$ cat src/rtl/avg_uart_pkg.sv
// Shared definitions for the averaged-sample UART transmitter:
// FSM state encoding, sample width and number of bytes per frame.
package avg_uart_pkg;

    typedef enum logic [2:0] {
        IDLE,
        START,
        DATA,
        PARITY,
        STOP
    } state_t;

    localparam int SAMPLE_W        = 10;
    localparam int BYTES_PER_FRAME = 2;

endpackage

$ cat src/rtl/avg_sample_fifo.sv
// Small first-in first-out sample buffer. Pointers wrap modulo DEPTH
// (DEPTH is a power of two). A push while full is only taken when a
// pop happens in the same cycle; the read data is shown combinationally.
module avg_sample_fifo
    import avg_uart_pkg::*;
#(
    parameter int DEPTH = 4,
    parameter int WIDTH = SAMPLE_W
) (
    input  logic                     clk,
    input  logic                     rst_n,
    input  logic                     push,
    input  logic                     pop,
    input  logic [WIDTH-1:0]         din,
    output logic [WIDTH-1:0]         dout,
    output logic                     full,
    output logic                     empty,
    output logic [$clog2(DEPTH):0]   level
);

    localparam int PTR_W = $clog2(DEPTH);
    localparam int LVL_W = PTR_W + 1;

    logic [WIDTH-1:0] mem [DEPTH];
    logic [PTR_W-1:0] wr_ptr;
    logic [PTR_W-1:0] rd_ptr;
    logic             do_push;
    logic             do_pop;

    assign full    = (level == LVL_W'(DEPTH));
    assign empty   = (level == '0);
    assign do_pop  = pop && !empty;
    assign do_push = push && (!full || do_pop);
    assign dout    = mem[rd_ptr];

    // Storage array: written on every accepted push, never reset.
    always_ff @(posedge clk) begin
        if (do_push) begin
            mem[wr_ptr] <= din;
        end
    end

    // Pointer and occupancy bookkeeping.
    always_ff @(posedge clk or negedge rst_n) begin
        if (!rst_n) begin
            wr_ptr <= '0;
            rd_ptr <= '0;
            level  <= '0;
        end else begin
            if (do_push) begin
                wr_ptr <= wr_ptr + 1'b1;
            end
            if (do_pop) begin
                rd_ptr <= rd_ptr + 1'b1;
            end
            case ({do_push, do_pop})
                2'b10:   level <= level + 1'b1;
                2'b01:   level <= level - 1'b1;
                default: level <= level;
            endcase
        end
    end

endmodule

$ cat src/rtl/avg_uart_tx.sv
// Buffers 10-bit averaged samples and sends each as two 8N1 UART bytes:
// first {6'b0, sample[9:8]}, then sample[7:0], back to back.
// Optional feature: define AVG_UART_TX_PARITY_EN to insert an even parity
// bit between the data bits and the stop bit of every byte.
module avg_uart_tx
    import avg_uart_pkg::*;
#(
    parameter int CLKS_PER_BIT = 16,
    parameter int FIFO_DEPTH   = 4
) (
    input  logic                          clk,
    input  logic                          rst_n,
    input  logic                          ena,
    input  logic [9:0]                    avg_in,
    input  logic                          avg_valid,
    output logic                          tx,
    output logic                          busy,
    output logic                          overflow,
    output logic [$clog2(FIFO_DEPTH):0]   fifo_level
);

    localparam int              CNT_W     = $clog2(CLKS_PER_BIT);
    localparam logic [CNT_W-1:0] LAST_CNT = CNT_W'(CLKS_PER_BIT - 1);
    localparam logic             LAST_BYTE = 1'(BYTES_PER_FRAME - 1);

    state_t              state;
    state_t              state_next;
    logic                pop;
    logic                push_req;
    logic                full;
    logic                empty;
    logic [SAMPLE_W-1:0] fifo_dout;
    logic [SAMPLE_W-1:0] hold;
    logic [7:0]          shift;
    logic [7:0]          byte_cur;
    logic [CNT_W-1:0]    clk_cnt;
    logic [2:0]          bit_idx;
    logic                byte_idx;
    logic                tick;

    assign push_req = avg_valid && ena;
    assign tick     = (clk_cnt == LAST_CNT);
    assign byte_cur = byte_idx ? hold[7:0] : {6'b000000, hold[9:8]};
    assign busy     = (state != IDLE) || pop;

    avg_sample_fifo #(
        .DEPTH (FIFO_DEPTH),
        .WIDTH (SAMPLE_W)
    ) u_fifo (
        .clk   (clk),
        .rst_n (rst_n),
        .push  (push_req),
        .pop   (pop),
        .din   (avg_in),
        .dout  (fifo_dout),
        .full  (full),
        .empty (empty),
        .level (fifo_level)
    );

    // FSM state register.
    always_ff @(posedge clk or negedge rst_n) begin
        if (!rst_n) begin
            state <= IDLE;
        end else begin
            state <= state_next;
        end
    end

    // Next-state logic; a pop is only issued from IDLE while enabled.
    always_comb begin
        state_next = state;
        pop        = 1'b0;
        case (state)
            IDLE: begin
                if (ena && !empty) begin
                    pop        = 1'b1;
                    state_next = START;
                end
            end
            START: begin
                if (tick) begin
                    state_next = DATA;
                end
            end
            DATA: begin
                if (tick && (bit_idx == 3'd7)) begin
`ifdef AVG_UART_TX_PARITY_EN
                    state_next = PARITY;
`else
                    state_next = STOP;
`endif
                end
            end
            PARITY: begin
                if (tick) begin
                    state_next = STOP;
                end
            end
            STOP: begin
                if (tick) begin
                    state_next = (byte_idx == LAST_BYTE) ? IDLE : START;
                end
            end
            default: state_next = IDLE;
        endcase
    end

    // Bit timing, hold register and shifter; the shifter is loaded at the end of START.
    always_ff @(posedge clk or negedge rst_n) begin
        if (!rst_n) begin
            clk_cnt  <= '0;
            bit_idx  <= '0;
            byte_idx <= 1'b0;
            hold     <= '0;
            shift    <= '0;
        end else if (pop) begin
            hold     <= fifo_dout;
            byte_idx <= 1'b0;
            bit_idx  <= '0;
            clk_cnt  <= '0;
        end else if (state != IDLE) begin
            clk_cnt <= tick ? '0 : clk_cnt + 1'b1;
            if (tick) begin
                case (state)
                    START: shift <= byte_cur;
                    DATA: begin
                        shift   <= shift >> 1;
                        bit_idx <= bit_idx + 1'b1;
                    end
                    STOP:  byte_idx <= byte_idx + 1'b1;
                    default: ;
                endcase
            end
        end
    end

    // Sticky drop flag, cleared only by reset.
    always_ff @(posedge clk or negedge rst_n) begin
        if (!rst_n) begin
            overflow <= 1'b0;
        end else if (push_req && full && !pop) begin
            overflow <= 1'b1;
        end
    end

    // Line driver: idle and stop are high, start is low.
    always_comb begin
        tx = 1'b1;
        case (state)
            START:  tx = 1'b0;
            DATA:   tx = shift[0];
`ifdef AVG_UART_TX_PARITY_EN
            PARITY: tx = ^byte_cur;
`endif
            default: tx = 1'b1;
        endcase
    end

endmodule

$ cat config.mk
export PLATFORM = sky130hd
export DESIGN_NAME = avg_uart_tx
export DESIGN_NICKNAME = d
export VERILOG_FILES = /design/src/rtl/avg_uart_pkg.sv /design/src/rtl/avg_sample_fifo.sv /design/src/rtl/avg_uart_tx.sv
export SDC_FILE = /design/constraint.sdc
export NUM_CORES = 1
export LEC_CHECK = 0
export ABC_CLOCK_PERIOD_IN_PS = 4590
export CORE_MARGIN = 3
export CORE_UTILIZATION = 60
export CTS_CLUSTER_SIZE = 40
export DETAILED_ROUTE_END_ITERATION = 10
export GPL_TIMING_DRIVEN = 0
export PLACE_DENSITY_LB_ADDON = 0.3
export SLEW_MARGIN = 10
export SYNTH_ARGS = -nofsm -noshare
export SYNTH_HDL_FRONTEND = slang
export SYNTH_SLANG_ARGS = --single-unit
$ cat constraint.sdc
create_clock -name clk -period 4.59 [get_ports clk]
set_input_delay 1.1475 -clock clk [delete_from_list [all_inputs] [get_ports clk]]
set_output_delay 1.1475 -clock clk [all_outputs]
set_load 0.02 [all_outputs]
======== Word level (Yosys, flattened, before mapping) ========
Memory sizes are Yosys's and may differ from the RTL's. A register that Yosys moved wholly into a read port is not among the register bits.
Index checks and enable logic that the tools add are counted.
word-level totals
  flip-flop bits (word level) ............. 27
  bits in writable memories ............... 40
  input bits .............................. 14
  output and inout bits ................... 6
  word-level logic and storage cells ...... 84
  memories ................................ 1
memory list
  name        depth  width  read ports  clocked after Yosys merged registers in  wr ports  line                   RTL
  u_fifo.mem  4      10     1           1                                        1         avg_sample_fifo.sv:24  logic [WIDTH-1:0] mem [DEPTH];
cells by class
  $add $sub $neg .......................... 7
  equal/unequal tests ..................... 14
  muxes and demuxes ....................... 26
  bitwise operators ....................... 1
  reductions and logical operators ........ 26
operators with widths
  cell                                                                 number
  3-bit 2-to-1 mux                                                     9
  8-bit one-hot mux with 2 select lines                                1
  3-bit one-hot mux with 5 select lines                                1
  4-bit 2-to-1 mux                                                     3
  2-bit nonzero test                                                   6
  2-bit != test (second input constant)                                5
  3-bit == test (second input constant)                                3
  1-bit 2-to-1 mux                                                     9
  8-bit 2-to-1 mux                                                     1
  1-bit logical AND                                                    7
  3-bit by 1-bit adder with 3-bit output (second input constant)       2
  3-bit by 2-bit == test with 1-bit output (second input constant)     2
  3-bit logical NOT                                                    2
  3-bit one-hot mux with 2 select lines                                1
  3-bit AND reduction                                                  2
  5-bit AND reduction                                                  1
  2-bit by 1-bit adder with 2-bit output (second input constant)       2
  4-bit by 1-bit adder with 4-bit output (second input constant)       1
  4-bit == test (second input constant)                                1
  1-bit logical NOT                                                    4
  4-bit AND reduction                                                  1
  3-bit by 1-bit == test with 1-bit output (second input constant)     1
  3-bit nonzero test                                                   1
  3-bit by 1-bit subtractor with 3-bit output (second input constant)  1
  6 further kinds                                                      7

======== Depth between registers and ports, before layout ========
  word-level depth ........................ 10
  mapped depth ............................ 9
  gate-level depth less buffers ........... 7

======== By module ========
Synthesis repeated with hierarchy kept, for this count alone.
second synthesis, totals
  cell total of the unflattened synthesis .. 221
  area total of the unflattened synthesis .. 3,422.0 sq um
by module, submodules not included
  module           instances  cells an instance  area an instance (sq um)  seq. area each (sq um)
  avg_sample_fifo  1          90                 1,873.0                   1,376.3
  avg_uart_tx      1          131                1,549.0                   750.7

======== Worst setup path after synthesis ========
OpenSTA, ideal clock, no wires.
  kind .................................... input to register
  start point ............................. in ena
  end point ............................... reg u_fifo.level[1]
  setup time .............................. 0.133 ns
  data arrival time ....................... 2.936 ns
  required time ........................... 4.457 ns
  path slack .............................. 1.521 ns
  stages on the path ...................... 8
  buffers on the path ..................... 1
  cells stage by stage .................... clkbuf_1 -> o31ai_4 -> or3_1 -> fa_1 -> inv_1 -> nor4b_1 -> nor4_1 -> a21boi_0
between the ends
  word-level cells in the longest chain between the ends .. 8
  elaborated cells between the ends (all ways) .. 11
  those cells by class .................... eq/ne: 2; mux: 3; reduce/logical: 6
ends and longest elaborated chain
  element                                                                             line                   RTL
  from (decl)                                                                         avg_uart_tx.sv:13      input logic ena,
  1-bit logical AND                                                                   avg_uart_tx.sv:76      if (ena && !empty) begin
  1-bit 2-to-1 mux                                                                    avg_uart_tx.sv:76
  1-bit 2-to-1 mux                                                                    avg_uart_tx.sv:74      case (state)
  1-bit logical AND                                                                   avg_sample_fifo.sv:32  assign do_pop = pop && !empty;
  1-bit logical OR                                                                    avg_sample_fifo.sv:33  assign do_push = push && (!full || do_pop);
  1-bit logical AND                                                                   avg_sample_fifo.sv:33
  2-bit by 1-bit == test with 1-bit output / 2-bit == test (equally long branches)    avg_sample_fifo.sv:56  case ({do_push, do_pop})
  3-bit one-hot mux with 2 select lines / 2-bit nonzero test (equally long branches)  -
  to (signal assigned)                                                                avg_sample_fifo.sv:57  2'b10: level <= level + 1'b1;
  to (signal assigned)                                                                avg_sample_fifo.sv:58  2'b01: level <= level - 1'b1;
  to (signal assigned)                                                                avg_sample_fifo.sv:59  default: level <= level;
  to (decl)                                                                           avg_sample_fifo.sv:18  output logic [$clog2(DEPTH):0] level
Several ways; a longest one is shown, not always the timed one.
A chain may end at the register's enable or synchronous reset.

======== Worst setup path after layout ========
  start point ............................. in ena
  end point ............................... out busy
between the ends
  word-level cells in the longest chain between the ends .. 4
ends and longest elaborated chain
  element            line               RTL
  1-bit logical AND  avg_uart_tx.sv:76
  1-bit 2-to-1 mux   avg_uart_tx.sv:76
  1-bit 2-to-1 mux   avg_uart_tx.sv:74
  1-bit logical OR   avg_uart_tx.sv:44  assign busy = (state != IDLE) || pop;
  to (decl)          avg_uart_tx.sv:17  output logic busy,
Every way passes these cells.

==> results summary <==
The number of resized instances in the post-cts repair step is 0. The floorplan row count is 27. The final-report setup violation count came out at 0. Setup slack closes at 0.959 ns. The maximum achievable frequency is 275 MHz. The flip-flop and latch count after synthesis came out at 77. The final critical delay including setup and external delays is 3.63 ns. The worst setup path is of the in -> out kind. In the global route stage, met3 resource usage came out at 0.0548.

Of the post-synthesis cell area, the dominant cell type holds 0.346. sky130_fd_sc_hd__edfxtp_1 is the most common cell in the netlist. The antenna diode instance count is 0. The worst hold path belongs to the class reg -> reg. The final weighted congestion in routability-driven placement came out at 0.779. TritonCTS built the clock tree. The tool flagged a number of max-cap violations equal to 0. The final number of max-transition violations is 0.

The mapped cell area came out at 0.00347 mm2. STA classifies the critical path endpoint as an output port. The count of filler cells inserted in the layout is 382. The clock net sink count is 77. Among all flip-flop cells after synthesis, the most frequent one is sky130_fd_sc_hd__edfxtp_1. The tree is rooted in a sky130_fd_sc_hd__clkbuf_8.

Entering global routing, the biggest net connects 34 pins. The total I/O pin count came out at 20. The average footprint of a synthesized cell came out at 13.9 um2. The number of design rule violations left after detail routing is 0. The worst-case reg-to-reg path depth is 9.

The flow ran to the end, and the final reports show no timing, DRC or antenna violations. The critical-path maximum fanout came out at 10. The number of global-route vias before repair is 2039. In the global route stage, met1 resource usage came out at 0.269. Setup repair after global routing left no endpoint under its margin. The leakage power came out at 1.47 nW. For this run, the number of Yosys warnings is 0. STA classifies the critical path startpoint as an input port. The quantity of I/O buffers inserted on ports is 18.

The global routing usage summed across all routing layers came out at 0.204. In the final layout, the multi-input gates occupy 0.00122 mm2. The cell count after placement came out at 340. After detailed routing, the number of vias per cell comes to 5.78.

The die is 82.1 um wide. The longest clock path from root to sink contains 2 buffers. The met2 demand-to-capacity share in global routing is 0.320. Timing analysis after detailed placement gives a worst setup slack of 0.973 ns. STA puts the critical path data required time at 3.44 ns. Ranked by total cell area, the synthesized netlist is headed by sky130_fd_sc_hd__edfxtp_1, sky130_fd_sc_hd__dfrtp_1, sky130_fd_sc_hd__mux4_2, sky130_fd_sc_hd__mux2_2, sky130_fd_sc_hd__ha_1.

The footprint of the flip-flops and latches is 0.00213 mm2. The number of buffers inserted by hold repair at cts is 0. The post-synthesis cell count came out at 249.

Dividing the final minimum period by the clock period gives 0.791. The number of nets in the finished design is 301. The distinct cell type count after synthesis is 52. The aggregate global routing overflow came out at 0.

The fraction of final layout cells with drive strength greater than 1 came out at 0.222. The clock arrives with 0.00717 ns of skew. CTS built an H-tree with a depth of 3. The critical path arrival is 2.48 ns. The global-route wire length before repair came out at 10000 um.

Leaving out filler cells and counting taps, the final layout contains 356. The post-synthesis to final-layout area growth came out at 14.2%. The number of enable-type register cells in the synthesized netlist is 40.

The total number of vias came out at 2057. The full die area is 0.00674 mm2. The remaining antenna violation count came out at 0.

The first TritonRoute pass finished after 4 iterations. The average routed wire per standard cell came out at 16.6 um. The power per cell area came out at 582 mW/mm2.

Measured against its own limit, the worst slew margin works out to 0.598. The worst voltage drop across the vdd grid came out at 0.000292 V. By count the netlist is led by sky130_fd_sc_hd__edfxtp_1, sky130_fd_sc_hd__dfrtp_1, sky130_fd_sc_hd__nand2_1, sky130_fd_sc_hd__o21ai_0, sky130_fd_sc_hd__nor2_1. Buffers added to address setup during post-CTS repair amount to 0. The share of synthesized flip-flops with an asynchronous set or reset came out at 0.481.

The transition time at the pin with the least slew margin is 0.603 ns. The final routed wirelength across all metal layers is 5890 um. The initial antenna violation count came out at 0. In this run the most used layer during global routing was met2. The core outline area is 0.00554 mm2. The number of stages on the worst hold path is 1.

The largest area contributor in the netlist is sky130_fd_sc_hd__edfxtp_1. Once detailed placement completed, the half-perimeter wirelength came to 4060 um. The number of failing hold endpoints at the final stage is 0. Setup total negative slack on the finished layout was measured at 0 ns.

The insertion delay of the later-clocked pin in the worst-skew pair came out at 0.35 ns. The clock-pin transition on the worst setup and hold timing paths is 0.09 ns. The vertical die dimension came out at 82.1 um.

In this run, CTS created clock tree buffers numbering 9. The initial utilization of the core area, before any placement, comes to 0.627. The net count after synthesis came out at 271.

The sequential element share of the synthesized area is 0.613. The number of DRC markers in iteration 0 came out at 114.
-- cells by family (layout without fill, tap and decap cells) --
family                     after synthesis  count (layout)  synth area share
DFF                                     77              77             0.613
muxes                                   26              26             0.116
xor gates and xnor gates                 6               6            0.0151
buffers and inverters                   22              57            0.0353
and+or+nand+nor                         72              72             0.118
AOI/OAI and AO/OA                       38              38            0.0714
adders and majority gates                8               8            0.0310
-- cell type report --
| type | instances | area share |
|---|---|---|
| Clock inverter | 7 | 0.0208 |
| Tap cell | 72 | 0.0227 |
| Buffer | 14 | 0.0234 |
| Sequential cell | 77 | 0.537 |
| Timing Repair Buffer | 19 | 0.0492 |
| Inverter | 8 | 0.00758 |
| Clock buffer | 9 | 0.0313 |
| Multi-Input combinational cell | 150 | 0.308 |
-- power by group --
group | switching (mW) | total, mW | internal [mW]
clock network | 0.272 | 0.531 | 0.260
registers | 0.123 | 1.03 | 0.910
logic | 0.366 | 0.742 | 0.376
-- critical path, stage by stage --
cell and delay, ns:
sky130_fd_sc_hd__clkbuf_1 0.34, sky130_fd_sc_hd__o31a_1 0.25, sky130_fd_sc_hd__nor2_1 0.08, sky130_fd_sc_hd__inv_1 0.07, sky130_fd_sc_hd__clkdlybuf4s50_1 0.60
-- registers in the layout, indices dropped and copies added (netlist names) --
signal	cells
u_fifo.mem	40
byte_idx	1
overflow	1
bit_idx	3
shift	8
clk_cnt	4
u_fifo.wr_ptr	2
u_fifo.rd_ptr	2
u_fifo.level	3
hold	10
state	3
-- cell usage in the layout (no fill, tap or decap), drive strengths merged, types with 3 or more instances in the layout --
cell | netlist | layout
clkdlybuf4s50 | 0 | 17
ha | 7 | 7
edfxtp | 40 | 40
nor3 | 5 | 5
inv | 8 | 11
a21oi | 4 | 4
clkbuf | 6 | 15
a31oi | 5 | 5
o21ai | 17 | 17
nor3b | 3 | 3
nand2 | 19 | 19
mux2 | 12 | 12
nand3 | 9 | 9
mux4 | 10 | 10
buf | 8 | 10
mux2i | 4 | 4
a22o | 3 | 3
xnor2 | 4 | 4
dfrtp | 37 | 37
nor2 | 16 | 16
and2 | 4 | 4
nand2b | 3 | 3
-- stage by stage --
stage	utilization	power (mW)	instance area, um2	hold slack (ns)
floorplan	-	1.58	3470	0.464
CTS	0.715	2.32	3960	0.477
global placement	0.675	1.74	3740	0.449
detailed placement	0.678	1.79	3760	0.457
global route	0.715	2.45	3960	0.495
finish	0.715	2.31	3960	0.480
-- path summary, 6_finish.rpt --
kind                                           start                           to  slack, ns
worst min-delay path            overflow$_DFFE_PN0P_         overflow$_DFFE_PN0P_       0.48
max in group asynchronous                      rst_n       bit_idx[0]$_DFFE_PN0P_       3.57
worst max register to register  state[0]$_DFFE_PN0P_  u_fifo.level[1]$_DFFE_PN0P_       1.91
worst min register to register  overflow$_DFFE_PN0P_         overflow$_DFFE_PN0P_       0.48
worst max-delay path                             ena                         busy       0.96
min in group asynchronous                      rst_n  u_fifo.level[0]$_DFFE_PN0P_       0.61
-- routing by layer --
layer,vias to the layer above,routed length [um]
li1,977,-
met1,1023,2630
met2,46,2930
met3,11,224
met4,0,109
met5,-,0
Note: power is estimated with default switching activity, not from simulation.
